==> config.mk <==
export PLATFORM = sky130hd
export DESIGN_NAME = ram_arbiter
export DESIGN_NICKNAME = d
export VERILOG_FILES = /design/src/rtl/ram_arbiter_pkg.sv /design/src/rtl/rr_arbiter.sv /design/src/rtl/ram_arbiter.sv
export SDC_FILE = /design/constraint.sdc
export NUM_CORES = 1
export LEC_CHECK = 0
export ABC_AREA = 1
export CAP_MARGIN = 40
export CORE_AREA = 5 5 299 301
export DETAILED_ROUTE_END_ITERATION = 12
export DIE_AREA = 0 0 304 306
export PLACE_DENSITY = 0.3
export REMOVE_ABC_BUFFERS = 1
export SYNTH_ARGS = -nofsm -noshare
export SYNTH_HDL_FRONTEND = slang
export SYNTH_SLANG_ARGS = --single-unit
==> constraint.sdc <==
create_clock -name clk -period 4.85 [get_ports clk]
set_clock_uncertainty 0.15 [all_clocks]
set_input_delay 0.97 -clock clk [delete_from_list [all_inputs] [get_ports clk]]
set_output_delay 0.97 -clock clk [all_outputs]
set_load 0.01 [all_outputs]
==> src/rtl/ram_arbiter_pkg.sv <==
// Shared types and constants for the RAM arbiter.
// Holds the FSM state, the default memory size and the request bundle.
package ram_arbiter_pkg;

  typedef enum logic {
    IDLE,
    RESP
  } state_e;

  localparam logic [63:0] RAM_WORDS_DEF = 64'h0C00_0000;

  typedef struct packed {
    logic        wen;
    logic [63:0] idx;
    logic [63:0] wdata;
    logic [63:0] wmask;
  } req_t;

endpackage

==> src/rtl/rr_arbiter.sv <==
// Round-robin grant: search starts at i_ptr and wraps.
// Produces a one-hot (or all-zero) grant vector.
module rr_arbiter #(
  parameter int NREQ = 2,
  parameter int PW   = 1
) (
  input  logic [NREQ-1:0] i_req,
  input  logic [PW-1:0]   i_ptr,
  output logic [NREQ-1:0] o_grant
);

  logic w_found;

  // first requester at or after the pointer wins
  always_comb begin
    o_grant = '0;
    w_found = 1'b0;
    for (int k = 0; k < NREQ; k++) begin
      for (int i = 0; i < NREQ; i++) begin
        if (!w_found && i_req[i] &&
            i == (int'(i_ptr) + k) % NREQ) begin
          o_grant[i] = 1'b1;
          w_found    = 1'b1;
        end
      end
    end
  end

endmodule

==> src/rtl/ram_arbiter.sv <==
// Multi-requester single-port RAM arbiter, one transaction in flight.
// Define RAM_ARB_BOUND_CHECK_EN to reject indices >= RAM_WORDS.
module ram_arbiter
  import ram_arbiter_pkg::*;
#(
  parameter int          NREQ      = 2,
  parameter logic [63:0] RAM_WORDS = RAM_WORDS_DEF
) (
  input  logic                  clk,
  input  logic                  reset,
  input  logic [NREQ-1:0]       req_valid,
  output logic [NREQ-1:0]       req_ready,
  input  logic [NREQ-1:0]       req_wen,
  input  logic [NREQ-1:0][63:0] req_idx,
  input  logic [NREQ-1:0][63:0] req_wdata,
  input  logic [NREQ-1:0][63:0] req_wmask,
  output logic [NREQ-1:0]       resp_valid,
  input  logic [NREQ-1:0]       resp_ready,
  output logic [63:0]           resp_rdata,
  output logic                  resp_err,
  output logic                  mem_en,
  output logic [63:0]           mem_rIdx,
  output logic [63:0]           mem_wIdx,
  input  logic [63:0]           mem_rdata,
  output logic [63:0]           mem_wdata,
  output logic [63:0]           mem_wmask,
  output logic                  mem_wen
);

  localparam int PW = (NREQ > 1) ? $clog2(NREQ) : 1;

  state_e          r_state;
  logic [PW-1:0]   r_rr;
  logic [PW-1:0]   r_owner;
  logic [PW-1:0]   w_gidx;
  logic [PW-1:0]   w_rr_nxt;
  logic [NREQ-1:0] w_req;
  logic [NREQ-1:0] w_grant;
  logic            w_hs;
  logic            w_open;
  logic            w_any;
  logic            w_oob;
  req_t            w_sel;

  // owner's response completes this cycle
  assign w_hs   = (r_state == RESP) && resp_ready[r_owner];
  assign w_open = !reset && ((r_state == IDLE) || w_hs);
  assign w_req  = w_open ? req_valid : '0;

  rr_arbiter #(
    .NREQ (NREQ),
    .PW   (PW)
  ) u_rr (
    .i_req   (w_req),
    .i_ptr   (r_rr),
    .o_grant (w_grant)
  );

  assign req_ready = w_grant;
  assign w_any     = |w_grant;

  // encode winner and mux its request
  always_comb begin
    w_gidx = '0;
    w_sel  = '0;
    for (int i = 0; i < NREQ; i++) begin
      if (w_grant[i]) begin
        w_gidx      = PW'(i);
        w_sel.wen   = req_wen[i];
        w_sel.idx   = req_idx[i];
        w_sel.wdata = req_wdata[i];
        w_sel.wmask = req_wmask[i];
      end
    end
  end

  assign w_rr_nxt = (w_gidx == PW'(NREQ - 1)) ?
                    '0 : w_gidx + 1'b1;

`ifdef RAM_ARB_BOUND_CHECK_EN
  assign w_oob = w_any && (w_sel.idx >= RAM_WORDS);
`else
  assign w_oob = 1'b0;
`endif

  assign mem_en    = w_any && !w_oob;
  assign mem_wen   = mem_en && w_sel.wen;
  assign mem_rIdx  = mem_en ? w_sel.idx : '0;
  assign mem_wIdx  = mem_en ? w_sel.idx : '0;
  assign mem_wdata = mem_en ? w_sel.wdata : '0;
  assign mem_wmask = mem_en ? w_sel.wmask : '0;

  // FSM: grant captures read data, handshake alone frees
  always_ff @(posedge clk) begin
    if (reset) begin
      r_state    <= IDLE;
      r_rr       <= '0;
      r_owner    <= '0;
      resp_rdata <= '0;
      resp_err   <= 1'b0;
    end else if (w_any) begin
      r_state    <= RESP;
      r_owner    <= w_gidx;
      r_rr       <= w_rr_nxt;
      resp_rdata <= w_oob ? '0 : mem_rdata;
      resp_err   <= w_oob;
    end else if (w_hs) begin
      r_state <= IDLE;
    end
  end

  // only the owner sees a pending response
  always_comb begin
    resp_valid = '0;
    if (r_state == RESP) resp_valid[r_owner] = 1'b1;
  end

endmodule

After elaboration in Yosys (flattened, before gate mapping)
Index checks and enable logic that the tools add are counted.
{ "classes": {"add_sub_neg": 2, "order_cmp": 2, "eq_ne": 1, "muxes": 21, "bitwise_logic": 2, "reduce_logical": 20} }
{ "op_table": {"columns": ["cell", "count"], "rows": [
  ["193-bit 2-to-1 mux", 2],
  ["64-bit 2-to-1 mux", 3],
  ["32-bit logical NOT", 2],
  ["1-bit 2-to-1 mux", 13],
  ["1-bit logical AND", 11],
  ["1-bit logical NOT", 4],
  ["2-bit 2-to-1 mux", 2],
  ["1-bit adder, second input constant", 2],
  ["2-bit == test, first input constant", 1],
  ["1-bit by 2-bit less-than comparator with 1-bit output, second input constant", 1],
  ["2-bit nonzero test", 1],
  ["2-bit OR reduction", 1],
  ["1-bit bitwise AND, first input constant", 1],
  ["1-bit demux with 1-bit select", 1],
  ["1-bit >= comparator, second input constant", 1],
  ["1-bit logical OR", 1],
  ["1-bit NOT", 1]
]} }
{ "totals": {"regBits": 67, "input_bits": 456, "output_inout_bits": 327, "elab_cells": 52} }

Logic depth before layout (Yosys ltp)
Gate-level depths: netlist of the first run.
{ "depth": {"depth_word": 23, "depth_mapped": 10} }

Hierarchy
A second synthesis of the first run with hierarchy kept.
{ "hier_totals": {"cells_unflattened": 1017, "area_unflattened_um2": 5659.2} }
{ "modules_own_cells": {"columns": ["mod", "n_inst", "cells_per_inst", "area_each_um2", "seq_area_each_um2"], "rows": [
  ["ram_arbiter", 1, 1012, 5639.2, 1341.3],
  ["rr_arbiter", 1, 5, 20.0, 0.0]
]} }

Least setup slack after synthesis of the first run
No wires, ideal clock.
{ "synth_path": {"path_kind": "input to output", "from": "in resp_ready[1]", "to": "out mem_wIdx[0]", "t_arrival_ps": 1965, "path_slack_ps": 1765, "stages": 9, "path_buffers": 3, "cell_sequence": "nand2_1 > nand3_2 > nand4_1 > inv_2 > buf_4 > buf_2 > nand2_1 > nand2_1 > buf_4"} }
{ "synth_between": {"elab_chain_len": 22, "word_cells_on_any_way": 26, "classes_between": "mux: 12; reduce/logical: 14"} }
{ "synth_rtl": {"columns": ["item", "line_no", "rtl"], "rows": [
  ["start: declaration", "ram_arbiter.sv:18", "input logic [NREQ-1:0] resp_ready,"],
  ["1-bit 2-to-1 mux (not written as such) (*) (2 in a row)", "ram_arbiter.sv:46", "assign w_hs = (r_state == RESP) && resp_ready[r_owner];"],
  ["1-bit logical AND (*)", "ram_arbiter.sv:46", null],
  ["1-bit logical OR (*)", "ram_arbiter.sv:47", "assign w_open = !reset && ((r_state == IDLE) || w_hs);"],
  ["1-bit logical AND (*)", "ram_arbiter.sv:47", null],
  ["2-bit 2-to-1 mux (*)", "ram_arbiter.sv:48", "assign w_req = w_open ? req_valid : '0;"],
  ["1-bit logical AND", "rr_arbiter.sv:20", "if (!w_found && i_req[i] &&"],
  ["1-bit 2-to-1 mux", "rr_arbiter.sv:20", null],
  ["1-bit logical NOT", "rr_arbiter.sv:20", null],
  ["[3 not listed]", null, null],
  ["1-bit logical NOT", "rr_arbiter.sv:20", null],
  ["1-bit logical AND (2 in a row)", "rr_arbiter.sv:20", null],
  ["1-bit 2-to-1 mux", "rr_arbiter.sv:20", null],
  ["1-bit logical NOT", "rr_arbiter.sv:20", null],
  ["1-bit logical AND (2 in a row)", "rr_arbiter.sv:20", null],
  ["1-bit 2-to-1 mux", "rr_arbiter.sv:20", null],
  ["193-bit 2-to-1 mux / 2-bit OR reduction (equally long branches)", "ram_arbiter.sv:67, ram_arbiter.sv:60", null],
  ["64-bit 2-to-1 mux (*)", null, null],
  ["end: declaration", "ram_arbiter.sv:23", "output logic [63:0] mem_wIdx,"]
]} }
Every way passes the cells marked *; elsewhere a longest branch is shown, timed or not. The select of a mux whose other input is x is not followed.

Worst setup path in the final report of the first run
{ "layout_path": {"from": "in resp_ready[1]", "to": "out mem_wmask[6]"} }
{ "layout_between": {"elab_chain_len": 22, "word_cells_on_any_way": 26, "classes_between": "mux: 12; reduce/logical: 14"} }
{ "layout_rtl": {"columns": ["item", "line_no", "rtl"], "rows": [
  ["1-bit 2-to-1 mux (not written as such) (*) (2 in a row)", "ram_arbiter.sv:46", null],
  ["1-bit logical AND (*)", "ram_arbiter.sv:46", null],
  ["1-bit logical OR (*)", "ram_arbiter.sv:47", null],
  ["1-bit logical AND (*)", "ram_arbiter.sv:47", null],
  ["2-bit 2-to-1 mux (*)", "ram_arbiter.sv:48", null],
  ["1-bit logical AND", "rr_arbiter.sv:20", null],
  ["1-bit 2-to-1 mux", "rr_arbiter.sv:20", null],
  ["1-bit logical NOT", "rr_arbiter.sv:20", null],
  ["[3 not listed]", null, null],
  ["1-bit logical NOT", "rr_arbiter.sv:20", null],
  ["1-bit logical AND (2 in a row)", "rr_arbiter.sv:20", null],
  ["1-bit 2-to-1 mux", "rr_arbiter.sv:20", null],
  ["1-bit logical NOT", "rr_arbiter.sv:20", null],
  ["1-bit logical AND (2 in a row)", "rr_arbiter.sv:20", null],
  ["1-bit 2-to-1 mux", "rr_arbiter.sv:20", null],
  ["193-bit 2-to-1 mux / 2-bit OR reduction (equally long branches)", "ram_arbiter.sv:67, ram_arbiter.sv:60", null],
  ["64-bit 2-to-1 mux (*)", "ram_arbiter.sv:91", "assign mem_wmask = mem_en ? w_sel.wmask : '0;"],
  ["end: declaration", "ram_arbiter.sv:26", "output logic [63:0] mem_wmask,"]
]} }
Marks and branches as above.

==> metrics.cfg, run 1 <==
[clock_network]
cts.sinks = 67
cts_inserted_buffers = 9
htree_num_levels = 3
hold_bufs_inserted_after_cts = 0
clk_root_buffer_cell = clkbuf_16
cts_tree = built
worst_setup_hold_path_clk_slew_ns = 0.07
cts.path.max_buffers = 2
post_cts_resize_count = 0
clock_insertion_delay_worst_skew_ns = 0.36
cts_post_setup_buffers_inserted = 0

[setup_path]
data_required_time_of_the_critical_path_ns = 3.73
critical_path_peak_fanout = 37
timing.setup.critical_path_class = primary input to primary output
crit_arrival_ns = 3.47
setup.worst_path.end_class = primary output
startpoint_type = primary input
r2r.worst_path.cells = 9

[die]
die_extent_in_x_um = 304
dieHeight_um = 306
rows = 108
io_pins = 783
start_util_pct = 7.100
core_area_sq_um = 86350
dieArea_sq_um = 93020

[status]
run_status = complete, no violations

[grt]
global_route_wire_length_before_repair_mm = 81.10
via_count_of_the_first_global_routing_pass = 9757
antenna_found_initial = 14
globalRouteMet1Util_pct = 14.29
gr-usage-all-layers_pct = 12.04
globalRoute.busiestLayer = met2
grt.overflow.total = 0
fraction_of_met3_tracks_used_by_global_routing_pct = 4.825
globalRouteMet2Util_pct = 21.22
largest_net_degree_at_the_start_of_global_routing = 66

[synth]
synth_top_area_cell = nand2_1
synth_seq_cells = 67
post-synth-top-area-fraction_pct = 39.86
ys_seq_area_share_pct = 21.88
synthTopCellsByArea = nand2_1 (40%), dfxtp_1 (22%), buf_4 (11%)
combined_area_of_all_synthesized_cells_sq_um = 6131
synthesis.instances = 1142
synthesis.yosys.warnings = 0
synthesis.area_per_instance_sq_um = 5.369
synth.distinct_cells = 18

[timing]
fin_setup_tns_ns = 0
final.period_utilization_pct = 94.65
setup_repair_after_global_routing_missed_its_margin = no
slew_limit_headroom_pct = 40.74
timing.final.setup_violations = 0
hold_viol_final = 0
maxClockFrequency_mhz = 217.8
finalHoldWorstSlack_ns = 0.3221
finalWorstPathRequiredPeriod_ns = 4.590
max_slew.worst_pin.slew_ns = 0.8889
timing.final.max_slew_violations = 0

[final_layout]
final_layout_size_suffix_gt1_share_pct = 2.815
leading_cell_type_in_the_layout_fill_and_taps_excluded = clkdlybuf4s50_1
utilization_pct = 17.44
area_taken_by_flip_flops_and_latches_sq_um = 1341
stdcell_count = 2968
layout_common_cells = clkdlybuf4s50_1 (775), nand2_1 (650), nor2_1 (129)
final_net_count = 2264
final.fill_count = 9781
area.growth.synth_to_final_pct = 145.7
multi_input_comb_area_sq_um = 3553

[routing]
via_count = 9649
drc = 0
wirelength_mm = 59.91
antenna_violating_nets_post_route = 0
detailedRoute.firstIterationViolations = 531
drt_first_pass_iters = 4
vias_per_cell = 3.251
wl_per_cell_um = 20.18

[min_path]
whs_path_depth = 2
hp-class = register to register

[placed_design]
place_congestion = 0.9735
port_buffers = 781
post-dp-hpwl_mm = 50.86
dp_cells = 2952

[pwr]
report.power.total_uw = 2689
max-vdd-ir-drop_v = 0.0001626
total_leakage_power_uw = 0.006370
power_density_nw_per_um2 = 178.5

[job]
max_cap_violations = 0

[worst max-delay path, cell delays in order]
cell and delay [ns]:
clkdlybuf4s50_1 0.47, nand2_1 0.06, nand3_2 0.18, nand3_2 0.16, nor2_4 0.15, buf_12 0.21, buf_12 0.24, nand2_1 0.07
nand2_1 0.27, clkdlybuf4s50_1 0.61
[power by group]
| part | switching, uW | internal [uW] | total (uW) |
|---|---|---|---|
| clock network | 296 | 396 | 693 |
| logic | 600 | 765 | 1370 |
| registers | 28.0 | 603 | 631 |
[through the flow]
step	setup slack [ns]	cell area (sq um)
2_1_floorplan	-0.9851	5162
3_3_place_gp	0.1826	14740
3_5_place_dp	0.1926	14770
4_1_cts	0.1742	15060
5_1_grt	0.03290	15060
6_report	0.2595	15060
[Yosys cell counts, drive strengths merged]
cell type / n
nand3: 3
nand4: 1
nor2: 130
clkbuf: 23
inv: 72
buf: 127
nand2: 651
dfxtp: 67
a31oi: 1
o2111ai: 64
a21oi: 2
conb: 1
[area by class of cell]
| type | count | area share [%] |
|---|---|---|
| clock inverter | 6 | 0.4486 |
| tap | 1155 | 9.595 |
| clock buffer | 9 | 1.495 |
| sequential | 67 | 8.906 |
| antenna | 1 | 0.01662 |
| multi-input combinational | 853 | 23.59 |
| timing repair buffer | 805 | 54.10 |
| inverter | 72 | 1.844 |
[kinds of logic after synthesis]
group | share of synthesized area [%]
compound gates | 9.408
buf+inv | 20.20
flops | 21.88
other cells | 0.06117
simple gates | 48.45
[metal layers]
metal | share of wire, % | vias to the layer above
met2 | 49 | 456
met3 | 8.8 | 50
met4 | 0.87 | 26
met5 | 0.31 | -
met1 | 41 | 4350
li1 | - | 4767
[path summary, 6_finish.rpt]
kind / endpoint / slack (ns) / startpoint
setup / recovery: mem_wmask[6] / 0.26 / resp_ready[1]
hold reg to reg: r_rr / 0.32 / r_rr
hold / removal: r_rr / 0.32 / r_rr
setup reg to reg: resp_rdata[8] / 2.18 / r_owner
[registers in the layout, indices dropped and copies added, names as in the netlist]
register,cells
r_state,1
r_rr,1
resp_rdata,64
r_owner,1
Note: power is estimated with default switching activity, not from simulation.
==> inputs of run 2 (changes only) <==
--- a/config.mk
+++ b/config.mk
@@ -10,6 +10,7 @@
 export CORE_AREA = 5 5 299 301
 export DETAILED_ROUTE_END_ITERATION = 12
 export DIE_AREA = 0 0 304 306
+export GPL_TIMING_DRIVEN = 0
 export PLACE_DENSITY = 0.3
 export REMOVE_ABC_BUFFERS = 1
 export SYNTH_ARGS = -nofsm -noshare
==> metrics.cfg, run 2 (same netlist as run 1, synthesis figures left out) <==
[grt]
via_count_of_the_first_global_routing_pass = 9819
gr-usage-all-layers_pct = 11.97
global_route_wire_length_before_repair_mm = 80.59
grt.overflow.total = 0
antenna_found_initial = 18
largest_net_degree_at_the_start_of_global_routing = 69

[timing]
timing.final.setup_violations = 0
max_slew.worst_pin.slew_ns = 0.6098
maxClockFrequency_mhz = 211.0
hold_viol_final = 0
finalWorstPathRequiredPeriod_ns = 4.740
layout_setup_ws_ns = 0.1097
timing.final.max_slew_violations = 0
final.period_utilization_pct = 97.74
slew_limit_headroom_pct = 59.51

[status]
run_status = complete, no violations

[setup_path]
critical-path-max-stage-delay_ns = 0.61
crit_arrival_ns = 3.62
critical-path-slowest-cell = clkdlybuf4s50_1
worstSetupStartpoint = resp_ready[1]
startpoint_type = primary input
cp.buffers_inverters = 4
timing.setup.critical_path_class = primary input to primary output
cp_top_family = buffers and inverters
worst_r2r_startpoint = r_owner
critPathMostFrequentCell = nand2_1
critical_path.cell_chain = clkdlybuf4s50_1, nand2_1, nand3_4, nand4_1, bufinv_16, buf_16, nand2_1, nand2_1, clkdlybuf4s50_1
critical_path_peak_fanout = 64
data_required_time_of_the_critical_path_ns = 3.73
setup.worst_path.end_class = primary output

[routing]
detailedRoute.firstIterationViolations = 526
wirelength_mm = 60.92
met1_wire_length_mm = 24.41
met3WireLength_mm = 5.477
route.met2.wl_mm = 29.77
vias_per_cell = 3.238
via_count = 9666
wl_per_cell_um = 20.41
topmost_layer_with_routed_signal_wires = met5
drc = 0
antenna_violating_nets_post_route = 0
drt_first_pass_iters = 5

[clock_network]
cts_tree = built
cts.sinks = 67
worst_setup_hold_path_clk_slew_ns = 0.06
clk_root_buffer_cell = clkbuf_16
cts_inserted_buffers = 9
cts.path.max_buffers = 2
hold_bufs_inserted_after_cts = 0
clock_insertion_delay_worst_skew_ns = 0.35
htree_num_levels = 3

[job]
max_cap_violations = 0

[final_layout]
layout_common_cells = clkdlybuf4s50_1 (770), nand2_1 (650), nor2_1 (129)
area_taken_by_flip_flops_and_latches_sq_um = 1341
largest_register = resp_rdata
final_layout_size_suffix_gt1_share_pct = 2.917
multi_input_comb_area_sq_um = 3576
area.growth.synth_to_final_pct = 150.6
final_net_count = 2269
leading_cell_type_in_the_layout_fill_and_taps_excluded = clkdlybuf4s50_1
largest_register_ffs = 64
final.fill_count = 9797
stdcell_count = 2985

[min_path]
startpoint_of_the_worst_hold_path = r_rr
hp-class = register to register

[die]
dieHeight_um = 306
dieArea_sq_um = 93020
io_pins = 783
rows = 108
start_util_pct = 7.100
core_area_sq_um = 86350
die_extent_in_x_um = 304

[placed_design]
post-place-ws_ns = -1.674
port_buffers = 781
dp_cells = 2940
post-dp-hpwl_mm = 47.87
place_congestion = 0.8841

[pwr]
total_leakage_power_uw = 0.006558
power_density_nw_per_um2 = 181.8
max-vdd-ir-drop_v = 0.0001539

[run 2: changes by cell type in the layout (fill, tap and decap cells not counted), moves of 4 or more]
| cell | delta |
|---|---|
| clkdlybuf4s50_1 | -5 |
| inv_6 | +4 |
| dlygate4sd2_1 | +5 |
| diode_2 | +12 |
| buf_4 | -4 |
| buf_16 | +8 |
| buf_12 | -10 |
[run 2: timing repair]
item / 4_1_cts / 5_1_grt
gates cloned: 7 / 4
setup buffers: 5 / 3
endpoints found under the setup margin: 260 / 72
pin swaps: 2 / 0
gates resized for setup: 20 / 3
[run 2: cell type report]
type | instances | share of cell area (%)
timing repair buffer | 805 | 54.06
multi-input combinational | 854 | 23.27
tap | 1155 | 9.406
sequential | 67 | 8.730
inverter | 72 | 2.036
clock buffer | 9 | 1.466
clock inverter | 6 | 0.5863
timing repair inverter | 4 | 0.2280
antenna | 13 | 0.2117
[run 2: where the power goes]
part | internal, uW | switching, uW
registers | 603 | 28.3
clock network | 450 | 301
logic | 784 | 627
[run 2: routing by layer]
layer | vias up | track usage, %
li1 | 4794 | -
met5 | - | 1.719
met2 | 489 | 20.95
met3 | 51 | 5.218
met4 | 16 | 2.291
met1 | 4316 | 13.56
[run 2: metrics by stage]
step	instance area (sq um)	utilization, %	hold slack (ns)	TNS, ns	total power (uW)
finish	15360	17.79	0.3172	0	2794
global route	15350	17.78	0.3523	-0.07565	2954
CTS	15230	17.64	0.3192	0	2841
detailed placement	14730	17.06	0.3094	-291.25	2016
global placement	14430	16.71	0.3000	-1443.18	2017
floorplan	5162	-	0.2923	-245.68	1017
[run 2: final timing paths]
kind	end	slack, ns	cells past startpoint
max	mem_wdata[15]	0.11	9
min	r_rr	0.32	2
max reg2reg	resp_rdata[41]	2.77	8
min reg2reg	r_rr	0.32	2
[run 2: worst register-to-register path, delay by kind of cell, from the launching register on]
kind | cells | cell delay [ns]
flip-flops | 1 | 0.40
buffers and inverters | 2 | 0.52
AND/OR/NAND/NOR | 6 | 0.96
